<file path="config.mk">
export PLATFORM = sky130hd
export DESIGN_NAME = uart_rx_fifo
export DESIGN_NICKNAME = d
export VERILOG_FILES = /design/src/rtl/uart_rx_fifo.sv
export SDC_FILE = /design/constraint.sdc
export NUM_CORES = 1
export LEC_CHECK = 0
export CAP_MARGIN = 10
export CORE_AREA = 2 2 121 123
export DETAILED_ROUTE_END_ITERATION = 10
export DIE_AREA = 0 0 123 125
export HOLD_SLACK_MARGIN = 0.1
export SLEW_MARGIN = 20
export SYNTH_ARGS = -nofsm -noshare
export SYNTH_HDL_FRONTEND = slang
export SYNTH_SLANG_ARGS = --single-unit
</file>
<file path="constraint.sdc">
create_clock -name clk -period 3.3 [get_ports clk]
set_input_delay 0.825 -clock clk [delete_from_list [all_inputs] [get_ports clk]]
set_output_delay 0.825 -clock clk [all_outputs]
set_load 0.02 [all_outputs]
</file>
<file path="src/rtl/uart_rx_fifo.sv">
// Receive-side FWFT byte buffer behind the UART core: {err,data} entries, level/almost-full/overflow status.
// Optional character timeout enabled by defining UART_RX_TIMEOUT_EN.
module uart_rx_fifo #(
  parameter int DEPTH_LOG2    = 3,
  parameter int AFULL_LVL     = 6,
  parameter int TIMEOUT_TICKS = 640
) (
  input  logic                  clk,
  input  logic                  rst,
  input  logic                  clk16,
  input  logic [7:0]            rx_data,
  input  logic                  rx_valid,
  input  logic                  rx_err,
  input  logic                  rd_en,
  output logic [7:0]            rd_data,
  output logic                  rd_err,
  output logic                  empty,
  output logic                  full,
  output logic [DEPTH_LOG2:0]   level,
  output logic                  almost_full,
  output logic                  overflow,
  input  logic                  ovf_clr,
  output logic                  timeout
);

  localparam int DEPTH = 1 << DEPTH_LOG2;
  localparam logic [DEPTH_LOG2:0] DEPTH_LVL = (DEPTH_LOG2 + 1)'(DEPTH);
  localparam logic [DEPTH_LOG2:0] AFULL_THR = (DEPTH_LOG2 + 1)'(AFULL_LVL);

  logic [8:0]            mem_r [DEPTH];
  logic [DEPTH_LOG2-1:0] wr_ptr_r;
  logic [DEPTH_LOG2-1:0] rd_ptr_r;
  logic [DEPTH_LOG2:0]   level_r;
  logic                  overflow_r;
  logic                  push_s;
  logic                  pop_s;
  logic                  drop_s;
  logic [8:0]            head_s;

  // A full FIFO still accepts a character when a pop frees a slot in the same cycle.
  assign pop_s  = rd_en && !empty;
  assign push_s = rx_valid && (!full || rd_en);
  assign drop_s = rx_valid && full && !rd_en;

  assign empty       = (level_r == {(DEPTH_LOG2 + 1){1'b0}});
  assign full        = (level_r == DEPTH_LVL);
  assign almost_full = (level_r >= AFULL_THR);
  assign level       = level_r;
  assign overflow    = overflow_r;

  assign head_s  = mem_r[rd_ptr_r];
  assign rd_data = empty ? 8'h00 : head_s[7:0];
  assign rd_err  = empty ? 1'b0  : head_s[8];

  // Storage array: written on accepted pushes, never reset.
  always_ff @(posedge clk) begin
    if (!rst && push_s) begin
      mem_r[wr_ptr_r] <= {rx_err, rx_data};
    end
  end

  // Pointers and level counter.
  always_ff @(posedge clk) begin
    if (rst) begin
      wr_ptr_r <= {DEPTH_LOG2{1'b0}};
      rd_ptr_r <= {DEPTH_LOG2{1'b0}};
      level_r  <= {(DEPTH_LOG2 + 1){1'b0}};
    end else begin
      if (push_s) wr_ptr_r <= wr_ptr_r + {{(DEPTH_LOG2 - 1){1'b0}}, 1'b1};
      if (pop_s)  rd_ptr_r <= rd_ptr_r + {{(DEPTH_LOG2 - 1){1'b0}}, 1'b1};
      case ({push_s, pop_s})
        2'b10:   level_r <= level_r + {{DEPTH_LOG2{1'b0}}, 1'b1};
        2'b01:   level_r <= level_r - {{DEPTH_LOG2{1'b0}}, 1'b1};
        default: level_r <= level_r;
      endcase
    end
  end

  // Sticky overflow; a drop in the same cycle as a clear keeps it set.
  always_ff @(posedge clk) begin
    if (rst) begin
      overflow_r <= 1'b0;
    end else if (drop_s) begin
      overflow_r <= 1'b1;
    end else if (ovf_clr) begin
      overflow_r <= 1'b0;
    end else begin
      overflow_r <= overflow_r;
    end
  end

`ifdef UART_RX_TIMEOUT_EN
  localparam logic [9:0] TICK_LAST = 10'(TIMEOUT_TICKS - 1);

  logic [9:0] tick_cnt_r;
  logic       timeout_r;

  // Idle-tick counter; freezes once the flag is raised until the next push/pop.
  always_ff @(posedge clk) begin
    if (rst) begin
      tick_cnt_r <= 10'd0;
      timeout_r  <= 1'b0;
    end else if (push_s || pop_s) begin
      tick_cnt_r <= 10'd0;
      timeout_r  <= 1'b0;
    end else if (empty) begin
      tick_cnt_r <= 10'd0;
    end else if (clk16 && !timeout_r) begin
      if (tick_cnt_r == TICK_LAST) begin
        timeout_r <= 1'b1;
      end else begin
        tick_cnt_r <= tick_cnt_r + 10'd1;
      end
    end else begin
      tick_cnt_r <= tick_cnt_r;
    end
  end

  assign timeout = timeout_r;
`else
  logic unused_tick_s;
  assign unused_tick_s = &{1'b0, clk16, TIMEOUT_TICKS[0]};
  assign timeout       = 1'b0;
`endif

endmodule

</file>
# Yosys cells after proc, flatten, opt, wreduce, memory -nomap -nowiden

Memories as Yosys holds them, arrays and structs flattened. A register that Yosys moved wholly into a read port is not among the register bits.
Index checks and enable logic that the tools add are counted.
W data, S select, Z words.

Add/sub/neg operators: 4
Eq/ne operators: 3
Multiplexer cells: 9
Reduce and logical (&&, ||, !) cells: 13
$lt $le $gt $ge: 1

Operator list:

| cell                  | count |
|---|---|
| $mux W8               | 1 |
| $pmux W4 S2           | 1 |
| $add A3 B1 Y3 const B | 2 |
| $mux W3               | 2 |
| $logic_and A1 B1 Y1   | 5 |
| $mux W1               | 5 |
| $add A4 B1 Y4 const B | 1 |
| $eq A4 B4 Y1 const B  | 1 |
| $ge A4 B3 Y1 const B  | 1 |
| $logic_not A1 Y1      | 4 |
| $logic_not A4 Y1      | 1 |
| $reduce_bool A2 Y1    | 2 |
| $sub A4 B1 Y4 const B | 1 |
| $eq A2 B1 Y1 const B  | 1 |
| $eq A2 B2 Y1 const B  | 1 |
| $logic_or A1 B1 Y1    | 1 |

Register bits after elaboration: 11
Output and inout bits: 18
Memories kept: 1
RAM bits: 72
Input bits: 15
Logic and storage cells: 35

Memories:

| memory | depth | bits a word | rd ports | clocked after memory_dff | write ports | RTL line | source |
|---|---|---|---|---|---|---|---|
| mem_r  | 8     | 9           | 1        | 1                        | 1           | 30       | `logic [8:0] mem_r [DEPTH];` |

# Longest topological paths before layout

Depth in word-level cells: 7
Gate-level depth with buffers: 11
Depth with buffers taken out: 9

# Worst setup path after synthesis

OpenSTA, ideal clock, no wires.

Path type: register to register
Start point: register level_r[1] (netlist: level[1])
End point: register level_r[3] (netlist: level[3])
Buffers on the path: 2
Data required time: 3.179 ns
Clock period less this slack: 2.720 ns
Arrival time: 2.600 ns
Path slack: 0.580 ns
Stages on the path, launching flop included: 10
Library setup time: 0.121 ns
Path through: dfxtp_1 > buf_6 > or4b_4 > buf_6 > o21ai_4 > ha_1 > or3b_2 > o21ai_0 > a32o_1 > mux2_2

Longest elaborated chain between the ends: 6
Elaborated cells on any way between the ends: 13
Those cells by class: add/sub (2); eq/ne (3); mux (1); reduce/logical (7)

Ends and longest elaborated chain:

| item                                                     | RTL line | source |
|---|---|---|
| start: declaration                                       | 33       | `logic [DEPTH_LOG2:0] level_r;` |
| start signal: assignment                                 | 67       | `level_r <= {(DEPTH_LOG2 + 1){1'b0}};` |
| start signal: assignment                                 | 72       | `2'b10: level_r <= level_r + {{DEPTH_LOG2{1'b0}}, 1'b1};` |
| start signal: assignment                                 | 73       | `2'b01: level_r <= level_r - {{DEPTH_LOG2{1'b0}}, 1'b1};` |
| $eq A4 B4 Y1                                             | 46       | `assign full = (level_r == DEPTH_LVL);` |
| $logic_not A1 Y1                                         | 42       | `assign push_s = rx_valid && (!full \|\| rd_en);` |
| $logic_or A1 B1 Y1                                       | 42       |  |
| $logic_and A1 B1 Y1                                      | 42       |  |
| $eq A2 B1 Y1 / $eq A2 B2 Y1 (equally long branches)      | 71       | `case ({push_s, pop_s})` |
| $pmux W4 S2 / $reduce_bool A2 Y1 (equally long branches) | -        |  |

Several ways; a longest one is shown, not always the timed one.
A chain may end at the register's enable or synchronous reset.

==> flow_summary.ini <==
[detailed_routing]
num_vias = 1777
drt_iter0_drc = 87
wl_met2_microns = 3170
post_drt_wl_per_cell_microns = 15.3
totalWireLength_microns = 6550
drt-met1-wl_microns = 3070
wl_met3_microns = 235
top_layer = met4
vias_per_cell = 4.14
drc = 0
postRouteAntennaNets = 0
dr.pass1.iters = 4

[yosys]
syn_nets = 218
syn_area_sq_um = 3480
ys_seq_elements = 86
async_flop_share_pct = 0
yosysTopAreaCellShare_pct = 62.2
ys_types = 33
synth_edf_count = 72
syn_avg_cell_area_sq_um = 17.6
postSynthCellCount = 198
synth_most_common_cell = edfxtp_1
ys.warnings.count = 0
yosys-top-cells-count = edfxtp_1, nor2_1, mux4_2
ys_top_cells_by_area = edfxtp_1, mux4_2, dfxtp_1
synth_area_leader_cell = edfxtp_1
synthFlopType = edfxtp_1
yosysSeqAreaShare_pct = 70.2

[cts]
clk_latency_ns = 0.33
clk_pin_slew_worst_paths_ns = 0.06
clockBufferDepth = 2
postCtsSetupBuffers = 0
cts_tree = yes
root_buffer = clkbuf_16
cts_max_level = 3
cts_inserted_buffers = 9
cts_hold_buf = 0
cts.sinks = 86
post_cts_resized = 0

[global_routing]
grt_overflow = 0
grt_pass1_vias = 1915
grt_pass1_wl_microns = 10300
antenna_found_initial = 0
grt_use_total_pct = 9.16
grt_max_degree = 19

[placed_design]
dpl.hpwl_microns = 4150
port_buffers = 30
gp_congestion = 0.710

[layout]
multi_input_area_sq_um = 987
diodes = 0
regArea_sq_um = 2440
drive_gt1_share_pct = 21.6
syn_to_final_growth_pct = 25.4
final_nets = 261
fill_cells = 1437

[flow_run]
cap_violations = 0

[floorplanning]
pin_count = 33
die-width_microns = 123
die_area_sq_um = 15400
dieHeight_microns = 125
core_sq_um = 14200
start_util_pct = 24.5
rows = 44

[timing]
hold_violations = 0
worst_hold_slack_ns = 0.556
worstMarginPinSlew_ns = 0.660
relSlewSlack_pct = 56.0
timing.final.max_slew_violations = 0
fin_crit_sh_pct = 91.5
max_freq_mhz = 331
setup_viol = 0
tns_ns = 0
skew_ns = 0.00511
rsz0062_at_grt = false
period_needed_ns = 3.02

[worst_setup_path]
rrSetupSlack_ns = 0.60
crit_arrival_ns = 2.20
slowest_stage = clkdlybuf4s50_1
reg2reg_depth = 10
slowest_delay_ns = 0.54
crit_end = rd_data[1]
path_cells = buf_12, mux4_2, mux2i_1, nor2_1, clkdlybuf4s50_1
worstReg2RegEnd = level[2]
endpoint_kind = output pin
r2r_start = level[1]
path_max_fanout = 18
critical_path_class = flop to output pin
startpoint_type = flop
required_ns = 2.47

[power]
seqPwrFrac_pct = 40.8
p_clk_share_pct = 30.5
swShare_pct = 27.9
power_switching_w = 0.000879
ir_drop_v = 0.000388
p_leak_nw = 1.41
pwr-share-comb_pct = 28.7
pwr_density_cell_nw_per_um2 = 723
internal-power_w = 0.00227

[status]
status = complete, no violations

[hold_path]
hp-class = flop to flop
layout by cell type (no fill, tap or decap), types with 5 or more instances in the layout:
cell             Yosys  final
buf_4                2     13
clkbuf_16            0      9
clkdlybuf4s50_1      0     30
dfxtp_1             14     14
edfxtp_1            72     72
ha_1                 5      5
mux2i_1             12     12
mux4_2              18     18
nor2_1              25     25
xor2_1               6      6
per-stage QoR:
| stage | power [W] | util [%] | setup slack (ns) | std cells | instance area [sq um] |
|---|---|---|---|---|---|
| final | 0.00315 | 30.7 | 0.279 | 429 | 4360 |
| after floorplan | 0.00186 | - | 0.580 | 198 | 3480 |
| after detailed placement | 0.00224 | 28.7 | 0.126 | 414 | 4080 |
| after global routing | 0.00331 | 30.7 | 0.160 | 429 | 4360 |
| after global placement | 0.00222 | 28.7 | 0.210 | 414 | 4080 |
| after CTS | 0.00320 | 30.7 | 0.235 | 429 | 4360 |
critical path: cells and delay by family (launching register included):
kind	cells	cell delay (ns)
AND/OR/NAND/NOR	1	0.08
flip-flops	1	0.35
multiplexers	2	0.68
buffers and inverters	2	0.74
layer usage:
layer	vias to the layer above	GRT usage, %
met4	0	3.81
met2	30	14.9
met5	-	0
li1	855	-
met3	7	2.51
met1	885	11.4
final cells by class:
type / instances / share of cell area [%]
clock buffers: 11 / 5.33
clock inverters: 4 / 1.12
inverters: 1 / 0.0860
multi-input cells: 99 / 22.6
flip-flops and latches: 86 / 56.0
well taps: 184 / 5.28
repair buffers: 44 / 9.58
how the worst min path moves through the flow:
stage / from / endpoint / slack, ns / depth (start not counted)
after floorplan: rd_ptr_r[2] / flop / 0.48 / 2
after global placement: rd_ptr_r[2] / rd_ptr_r[2] / 0.51 / 2
after detailed placement: rd_ptr_r[2] / rd_ptr_r[2] / 0.52 / 2
after CTS: rd_ptr_r[0] / rd_ptr_r[0] / 0.56 / 2
after global routing: rd_ptr_r[1] / rd_ptr_r[1] / 0.60 / 2
final: rd_ptr_r[0] / rd_ptr_r[0] / 0.56 / 2
power by group through the flow:
stage / combinational (W) / clock [W] / sequential (W)
6_report: 0.000906 / 0.000960 / 0.00129
5_1_grt: 0.000990 / 0.00103 / 0.00130
4_1_cts: 0.000931 / 0.000987 / 0.00129
3_5_place_dp: 0.000929 / 0 / 0.00131
3_3_place_gp: 0.000917 / 0 / 0.00130
2_1_floorplan: 0.000560 / 0 / 0.00130
cells by family after synthesis:
family	share of synthesized area [%]
DFF	70.2
buffers and inverters	2.12
muxes	15.4
AOI/OAI and AO/OA	2.05
and+or+nand+nor	6.51
other	0.108
xor gates and xnor gates	1.76
adders and majority gates	1.80
flip-flops by register name, summed over array words and instances (netlist names), named ones only:
name	cells
rd_ptr_r	3
mem_r	72
overflow	1
wr_ptr_r	3
level	4
(Power assumes the default switching activity.)
